**config.mk**
```make
export PLATFORM = sky130hd
export DESIGN_NAME = pipeline_ctrl
export DESIGN_NICKNAME = d
export VERILOG_FILES = /design/src/rtl/pipeline_ctrl.sv
export SDC_FILE = /design/constraint.sdc
export NUM_CORES = 1
export LEC_CHECK = 0
export ABC_AREA = 1
export BUFFER_PORTS_ARGS = -buffer_cell sky130_fd_sc_hd__buf_2
export CORE_AREA = 4 4 60 62
export CTS_CLUSTER_SIZE = 30
export DETAILED_ROUTE_END_ITERATION = 8
export DIE_AREA = 0 0 64 66
export PLACE_DENSITY = 0.75
export SLEW_MARGIN = 20
export SYNTH_ARGS = -nofsm -noshare
export SYNTH_HDL_FRONTEND = slang
export SYNTH_SLANG_ARGS = --single-unit
```
**constraint.sdc**
```tcl
create_clock -name CLK -period 0.95 [get_ports CLK]
set_input_delay 0.095 -clock CLK [delete_from_list [all_inputs] [get_ports CLK]]
set_output_delay 0.095 -clock CLK [all_outputs]
set_load 0.02 [all_outputs]
```
**src/rtl/pipeline_ctrl.sv**
```systemverilog
// Central sequencer for the 5-stage pipeline: latch enables/flushes, PC enable, halt drain.
// Optional performance counters are built when PIPE_PERF_EN is defined.
module pipeline_ctrl #(
    parameter int unsigned REG_W        = 5,
    parameter int unsigned DRAIN_CYCLES = 2,
    parameter int unsigned PERF_W       = 32
) (
    input  logic              CLK,
    input  logic              nRST,
    input  logic              ihit,
    input  logic              dhit,
    input  logic              ex_MemtoReg,
    input  logic [REG_W-1:0]  ex_wsel,
    input  logic [REG_W-1:0]  id_rs,
    input  logic [REG_W-1:0]  id_rt,
    input  logic              id_uses_rt,
    input  logic              mem_dREN,
    input  logic              mem_dWEN,
    input  logic              mem_redirect,
    input  logic              mem_halt,
    output logic              pc_en,
    output logic              fd_en,
    output logic              fd_flush,
    output logic              de_en,
    output logic              de_flush,
    output logic              em_en,
    output logic              em_flush,
    output logic              mw_en,
    output logic              mw_flush,
    output logic              halt,
    output logic [PERF_W-1:0] stall_cycles,
    output logic [PERF_W-1:0] flush_count
);

    localparam int unsigned CNT_W = (DRAIN_CYCLES > 1) ? $clog2(DRAIN_CYCLES) : 1;
    localparam logic [CNT_W-1:0] DRAIN_LOAD = CNT_W'(DRAIN_CYCLES - 1);

    typedef enum logic [1:0] {StRun, StDwait, StDrain, StHalted} state_e;

    state_e           state_q, state_d;
    logic [CNT_W-1:0] cnt_q, cnt_d;
    logic             halt_q, halt_d;

    logic memreq, dstall, lu;

    assign memreq = mem_dREN | mem_dWEN;
    assign dstall = memreq & ~dhit;
    assign lu     = ex_MemtoReg & (ex_wsel != '0) &
                    ((ex_wsel == id_rs) | (id_uses_rt & (ex_wsel == id_rt)));

    always_ff @(posedge CLK or negedge nRST) begin
        if (!nRST) begin
            state_q <= StRun;
            cnt_q   <= '0;
            halt_q  <= 1'b0;
        end else begin
            state_q <= state_d;
            cnt_q   <= cnt_d;
            halt_q  <= halt_d;
        end
    end

    always_comb begin
        state_d = state_q;
        cnt_d   = cnt_q;
        halt_d  = halt_q;
        unique case (state_q)
            StRun, StDwait: begin
                if (dstall) begin
                    state_d = StDwait;
                end else if (mem_halt) begin
                    state_d = StDrain;
                    cnt_d   = DRAIN_LOAD;
                end else begin
                    state_d = StRun;
                end
            end
            StDrain: begin
                if (cnt_q == '0) begin
                    state_d = StHalted;
                    halt_d  = 1'b1;
                end else begin
                    cnt_d = cnt_q - CNT_W'(1);
                end
            end
            StHalted: begin
                state_d = StHalted;
            end
            default: state_d = StRun;
        endcase
    end

    // A flushed latch always has its enable low, so flush wins unambiguously.
    always_comb begin
        pc_en    = 1'b0;
        fd_en    = 1'b0;
        fd_flush = 1'b0;
        de_en    = 1'b0;
        de_flush = 1'b0;
        em_en    = 1'b0;
        em_flush = 1'b0;
        mw_en    = 1'b0;
        mw_flush = 1'b0;
        unique case (state_q)
            StRun, StDwait: begin
                if (dstall) begin
                    pc_en = 1'b0;
                end else if (mem_halt) begin
                    fd_flush = 1'b1;
                    de_flush = 1'b1;
                    em_flush = 1'b1;
                    mw_en    = 1'b1;
                end else if (mem_redirect) begin
                    pc_en    = 1'b1;
                    fd_flush = 1'b1;
                    de_flush = 1'b1;
                    em_flush = 1'b1;
                    mw_en    = 1'b1;
                end else if (lu) begin
                    de_flush = 1'b1;
                    em_en    = 1'b1;
                    mw_en    = 1'b1;
                end else if (!ihit) begin
                    fd_flush = 1'b1;
                    de_en    = 1'b1;
                    em_en    = 1'b1;
                    mw_en    = 1'b1;
                end else begin
                    pc_en = 1'b1;
                    fd_en = 1'b1;
                    de_en = 1'b1;
                    em_en = 1'b1;
                    mw_en = 1'b1;
                end
            end
            StDrain: begin
                fd_flush = 1'b1;
                de_flush = 1'b1;
                em_flush = 1'b1;
                mw_en    = 1'b1;
            end
            StHalted: begin
                pc_en = 1'b0;
            end
            default: pc_en = 1'b0;
        endcase
        // Keep every latch quiet while reset is held.
        if (!nRST) begin
            pc_en    = 1'b0;
            fd_en    = 1'b0;
            fd_flush = 1'b0;
            de_en    = 1'b0;
            de_flush = 1'b0;
            em_en    = 1'b0;
            em_flush = 1'b0;
            mw_en    = 1'b0;
            mw_flush = 1'b0;
        end
    end

    assign halt = halt_q;

`ifdef PIPE_PERF_EN
    logic              run_like, stall_evt, flush_evt;
    logic [PERF_W-1:0] stall_q, flush_q;

    assign run_like  = (state_q == StRun) || (state_q == StDwait);
    assign stall_evt = run_like & (dstall | (~mem_halt & ~mem_redirect & lu));
    assign flush_evt = run_like & ~dstall & ~mem_halt & mem_redirect;

    always_ff @(posedge CLK or negedge nRST) begin
        if (!nRST) begin
            stall_q <= '0;
            flush_q <= '0;
        end else begin
            if (stall_evt && (stall_q != '1)) stall_q <= stall_q + PERF_W'(1);
            if (flush_evt && (flush_q != '1)) flush_q <= flush_q + PERF_W'(1);
        end
    end

    assign stall_cycles = stall_q;
    assign flush_count  = flush_q;
`else
    assign stall_cycles = '0;
    assign flush_count  = '0;
`endif

endmodule

```
==> results of run 1 <==
[cells in the mapped netlist (2+ instances only)]
master and number:
a21oi_1 4, nand2_2 2, nand2_1 31, nand3_1 4
nor2_1 12, inv_1 21, inv_2 2, buf_4 65
dfrtp_1 4, a21oi_2 2
[metrics by stage]
step	TNS [ns]	cell area (sq um)	setup slack, ns
6_report	-3.38	1210	-0.434
2_1_floorplan	-0.447	1250	-0.231
3_5_place_dp	-1.68	1070	-0.288
4_1_cts	-3.23	1180	-0.455
3_3_place_gp	-1.41	1070	-0.240
5_1_grt	-4.33	1210	-0.530
[per-layer routing]
layer  vias to the layer above  global-route usage, %  wire length [um]
met3                         0                   2.21               260
met1                       371                   8.78               603
met5                         -                      0                 0
met2                        49                   17.2              1210
met4                         0                   3.23                 0
li1                        428                      -                 -
[worst paths after layout]
kind	startpoint	slack, ns	to
worst min-delay path	dhit	0.33	state_q[1]
worst min register to register	halt	0.45	halt
worst max register to register	state_q[1]	-0.13	cnt_q
worst max-delay path	state_q[1]	-0.43	de_en
max in group asynchronous	nRST	0.46	cnt_q
min in group asynchronous	nRST	0.38	state_q[0]
[where the power goes]
| part | switching (mW) | total (mW) | internal [mW] |
|---|---|---|---|
| logic | 0.391 | 0.522 | 0.131 |
| clock network | 0.0641 | 0.205 | 0.141 |
| registers | 0.0229 | 0.237 | 0.214 |
| total | 0.478 | 0.964 | 0.485 |
[critical path, stage by stage, from the launching register on]
cell and delay [ns]:
dfrtp_1 0.40, nor2_4 0.12, nand3_2 0.10, nor2_4 0.11, inv_2 0.07, a21oi_4 0.13
buf_6 0.13
[area by class of cell]
class                   count  area share (%)
multi-input cells         127            52.0
well taps                  44            4.54
clock buffers               3            1.86
flip-flops and latches      4            8.25
repair buffers             47            26.1
inverters                  23            7.32
[layout by cell type (no fill, tap or decap), drive strengths merged]
cell,netlist,routed
clkbuf,0,3
a22oi,1,1
conb,1,65
inv,23,23
a21oi,6,6
nand4,1,1
nand3,4,4
a21o,1,1
nor2,13,13
nand2,34,34
dfrtp,4,4
o21ai,1,1
dlygate4sd3,0,1
buf,65,46
xnor2,1,1
[flip-flops by register name (all words and copies together), names as in the netlist]
| name | flops |
|---|---|
| cnt_q | 1 |
| halt | 1 |
| state_q | 2 |
[logic make-up (layout without fill, tap and decap cells)]
| kind of cell | count (synthesis) | after routing | share of synthesized area (%) |
|---|---|---|---|
| and+or+nand+nor | 52 | 52 | 22.6 |
| DFF | 4 | 4 | 10.4 |
| buffers and inverters | 88 | 73 | 59.7 |
| other | 1 | 65 | 0.390 |
| AOI/OAI and AO/OA | 9 | 9 | 5.98 |
| xor gates and xnor gates | 1 | 1 | 0.910 |
[timing repair]
item / in CTS / in global routing
hold buffers: 1 / 0
pin swaps: 8 / 1
gates resized for setup: 24 / 6
hold endpoints to repair: 4 / 0
setup endpoints to repair: 11 / 12
gates cloned: 0 / 0
buffers inserted: 1 / 1
==> run metrics, run 1 <==
Pins Over Slew Limit 0; largest cells by area after synthesis buf_4 (51%), nand2_1 (12%), dfrtp_1 (10%), inv_1 (8.2%), nor2_1 (4.7%); Yosys cell types 18; DRT Wirelength 2080 um; number of top-level pins 99; wire length per cell 8.38 um; Crit Path Max Fanout 3; Critical Path AT 1.29 ns; share of the synthesized area in the top cell type about half; total CTS buffers 3; largest net degree at the start of global routing 5; Post-Syn Area 962 sq um; Via Count 848; #FFs+latches synth 4; Final min period 1.38 ns; Rows 20; Final Cycle Share 146%; number of enable flip-flop cells after synthesis 0; initial DRC count 11; worst hold path class in -> reg; sequential cell area between 100 and 150 sq um; WHS 0.330 ns; Final #Nets approximately 230; asr flop ratio synth 100%; Yosys warnings 0; outcome complete, but fails checks; fmax between 700 and 800 MHz; die width 64 um; post-synthesis sequential area ratio 10.4%; post-synth top area cell buf_4; Util after Layout 40.1%; post-detail-place hpwl 1740 um; Syn Inst Count approximately 160; drt drc 0; Skew-Pair Late Insertion Delay 0.23 ns; critical path class reg -> out; vias in the first global route 740; Die Ht between 60 and 70 um; placed cells 242; clk sinks 4; Clock transition at path regs roughly 0.040 ns; dominant synthesized flop cell dfrtp_1; GRT Util Overall between 8 and 9%; Pleak just under 0.8 nW; clk buf depth 2; Total Die Area 0.00422 sq mm; area of the multi-input gates 631 sq um; Initial Utilization about a third; Peak VDD IR 0.00108 V; clk_skew around 0.0043 ns; Pre-antenna DRT Iters 4; setup ws final -0.434 ns; core footprint 0.00303 sq mm; Area Overhead vs Synth 26.1%; share of layout cells above drive strength 1 36.8%; IO buf count 33; Root Driver clkbuf_4; Crit. End Element output port; Critical Path Source Type flip-flop; Mean Syn Cell Area 6.21 sq um; global-route wire length before repair roughly 3000 um; # setup viols final 12; initial antenna violation count 0; CTS tree built; final hold violations 0; RSZ-0062 raised after global routing yes; Pwr Density 794 mW/mm^2; Routed Antenna Nets 0; Post-Layout Cell Count 248; R2R depth 6; WP data required approximately 0.85 ns; GPL Wtd Cong ~0.75; failing checks setup timing; worst hold path stage count 4; vias per cell 3.42; Tot Pwr 964 uW; max-cap violation count 0; Layout fillers approximately 330; H-tree lvl count 1; Diodes inserted 0; GRT overflow 0
Power figures use the tool's default switching activity.
==> run 2: changes to the inputs <==
--- a/config.mk
+++ b/config.mk
@@ -7,11 +7,11 @@
 export LEC_CHECK = 0
 export ABC_AREA = 1
 export BUFFER_PORTS_ARGS = -buffer_cell sky130_fd_sc_hd__buf_2
-export CORE_AREA = 4 4 60 62
+export CORE_AREA = 4 4 57 59
 export CTS_CLUSTER_SIZE = 30
 export DETAILED_ROUTE_END_ITERATION = 8
-export DIE_AREA = 0 0 64 66
-export PLACE_DENSITY = 0.75
+export DIE_AREA = 0 0 61 63
+export PLACE_DENSITY = 0.8
 export SLEW_MARGIN = 20
 export SYNTH_ARGS = -nofsm -noshare
 export SYNTH_HDL_FRONTEND = slang
==> constraint.sdc (replaced) <==
create_clock -name CLK -period 1.3 [get_ports CLK]
set_input_delay 0.13 -clock CLK [delete_from_list [all_inputs] [get_ports CLK]]
set_output_delay 0.13 -clock CLK [all_outputs]
set_load 0.02 [all_outputs]
==> run 2 against run 1 <==
  * The flow still finishes with violations (setup timing)
  * Non-clock buffer count down 9
  * Combinational power fell by 32%
  * Sequential cell count did not move
  * Largest power group unchanged
==> run metrics, run 2 (synthesis gave the netlist of run 1 again) <==
clk buf depth 2 (unchanged); Pleak 0.719 nW (was 0.776 nW); vias per cell 3.54 (was 3.42); Final min period 1.43 ns; critical path class reg -> out (unchanged); commonest cells after routing, fill and taps aside conb_1 (65), nand2_1 (30), buf_2 (27) (was conb_1 (65), nand2_1 (28), buf_2 (26)); Area Overhead vs Synth 8.58% (was 26.1%); Initial Utilization 35.5% (was 31.8%); failing checks setup timing (unchanged); Peak VDD IR 0.000503 V (was 0.00108 V); Worst path top cell family by delay flip-flops (unchanged); GRT overflow 0 (unchanged); max-cap violation count 0 (unchanged); wire length per cell 7.96 um (was 8.38 um); die width 61 um (was 64 um); H-tree lvl count 1 (unchanged); initial antenna violation count 0 (unchanged); Crit. End Element output port (unchanged); number of top-level pins 99 (unchanged); post-detail-place hpwl 1590 um (was 1740 um); Skew-Pair Late Insertion Delay 0.23 ns (about the same); critical path's largest stage delay 0.39 ns (was 0.40 ns); vias in the first global route 622 (was 740); initial DRC count 18 (was 11); worst hold path stage count 3 (was 4); setup ws final -0.127 ns (was -0.434 ns); IO buf count 33 (unchanged); most common cell after layout, fill and taps aside conb_1 (unchanged); GRT Util Overall 7.20% (was 8.76%); fmax 701 MHz; Pins Over Slew Limit 0 (unchanged); RSZ-0062 raised after global routing yes (unchanged); Diodes inserted 0 (unchanged); Critical Path AT 1.30 ns (was 1.29 ns); worst hold path class in -> reg (unchanged); max reg flops 2 (unchanged); Pre-antenna DRT Iters 4 (unchanged); DRT Wirelength 1800 um (was 2080 um); pre-CTS setup slack 0.0171 ns (was -0.288 ns); crit path launch state_q[1] (unchanged); Critical Path Source Type flip-flop (unchanged); Crit Path Max Fanout 3 (unchanged); crit-path cells nor2_2 -> nand3_2 -> nor2_4 -> inv_2 -> a21oi_2 -> buf_6 (was nor2_4 -> nand3_2 -> nor2_4 -> inv_2 -> a21oi_4 -> buf_6); Clock transition at path regs 0.03 ns (was 0.04 ns); # setup viols final 6 (was 12); Final #Nets 222 (was 231); Rows 19 (was 20); Buf/Inv on CP 2 (unchanged); WHS 0.223 ns (was 0.330 ns); Die Ht 63 um (was 66 um); worst reg2reg setup slack 0.13 ns (was -0.13 ns); Via Count 799 (was 848); global-route wire length before repair 2210 um (was 2970 um); Crit-path slowest cell dfrtp_1 (unchanged); hold_sp dhit (unchanged); Root Driver clkbuf_4 (unchanged); clk sinks 4 (unchanged); reg2reg start state_q[1] (unchanged); CTS tree built (unchanged); R2R depth 7 (was 6); Layout fillers 295 (was 326); Routed Antenna Nets 0 (unchanged); final hold violations 0 (unchanged); WP data required 1.17 ns (was 0.85 ns); largest net degree at the start of global routing 5 (unchanged); WP depth 6 (unchanged); clk_skew 0.00273 ns (was 0.00427 ns); most flop-heavy register state_q (unchanged); total CTS buffers 3 (unchanged); Total Die Area 0.00384 sq mm (was 0.00422 sq mm); share of layout cells above drive strength 1 30.8% (was 36.8%); Final Cycle Share 110%; Pwr Density 639 mW/mm^2 (was 794 mW/mm^2); GPL Wtd Cong 0.669 (was 0.747); drt drc 0 (unchanged); outcome complete, but fails checks (unchanged); core footprint 0.00271 sq mm (was 0.00303 sq mm)
[run 2: cell count changes in the layout (fill, tap and decap cells not counted), sizes merged]
cell,change
buf,-9
[run 2: final timing paths]
check	endpoint
setup / recovery	de_en
hold / removal	state_q[1]
setup reg to reg	cnt_q
hold reg to reg	halt
max in group asynchronous	state_q[1]
min in group asynchronous	halt
[run 2: per-layer routing]
metal	up-vias	routed length (um)	global-route usage (%)
met5	-	0	0
met4	0	0	3.25
met3	0	266	0.620
met2	59	990	15.0
met1	331	543	6.32
li1	409	-	-
[run 2: cell type report]
type,instances,area (sq um),share of cell area (%)
inverters,23,86.3,8.26
flip-flops and latches,4,100,9.58
repair buffers,38,231,22.2
clock buffers,3,22.5,2.16
multi-input cells,127,566,54.1
well taps,31,38.8,3.71
[run 2: report_power, final]
| part | switching (mW) | internal, mW | total, mW |
|---|---|---|---|
| combinational | 0.275 | 0.0797 | 0.355 |
| sequential | 0.0141 | 0.156 | 0.170 |
| clock | 0.0404 | 0.102 | 0.143 |
[run 2: metrics by stage]
step | std cells | power [mW] | utilization, % | setup TNS [ns] | cell area, sq um
finish | 226 | 0.668 | 38.6 | -0.568 | 1040
global route | 226 | 0.735 | 38.6 | -0.951 | 1040
CTS | 224 | 0.670 | 36.7 | -0.429 | 995
detailed placement | 219 | 0.515 | 34.6 | 0 | 937
global placement | 219 | 0.511 | 34.6 | 0 | 937
floorplan | 219 | 0.587 | - | -0.0359 | 1210
[run 2: what timing repair did]
action	CTS	global route
pin swaps	3	5
setup endpoints to repair	7	8
hold buffers	1	0
endpoints found under the hold margin	4	0
setup buffers	1	2
resized for setup	8	11
gates cloned	0	0
[run 2: worst reg2reg max path, stage by stage (launching register included)]
cell	delay [ns]
dfrtp_1	0.37
nor2_2	0.06
buf_4	0.13
buf_6	0.11
buf_4	0.12
a21oi_2	0.11
nand2_1	0.07
a21oi_1	0.13
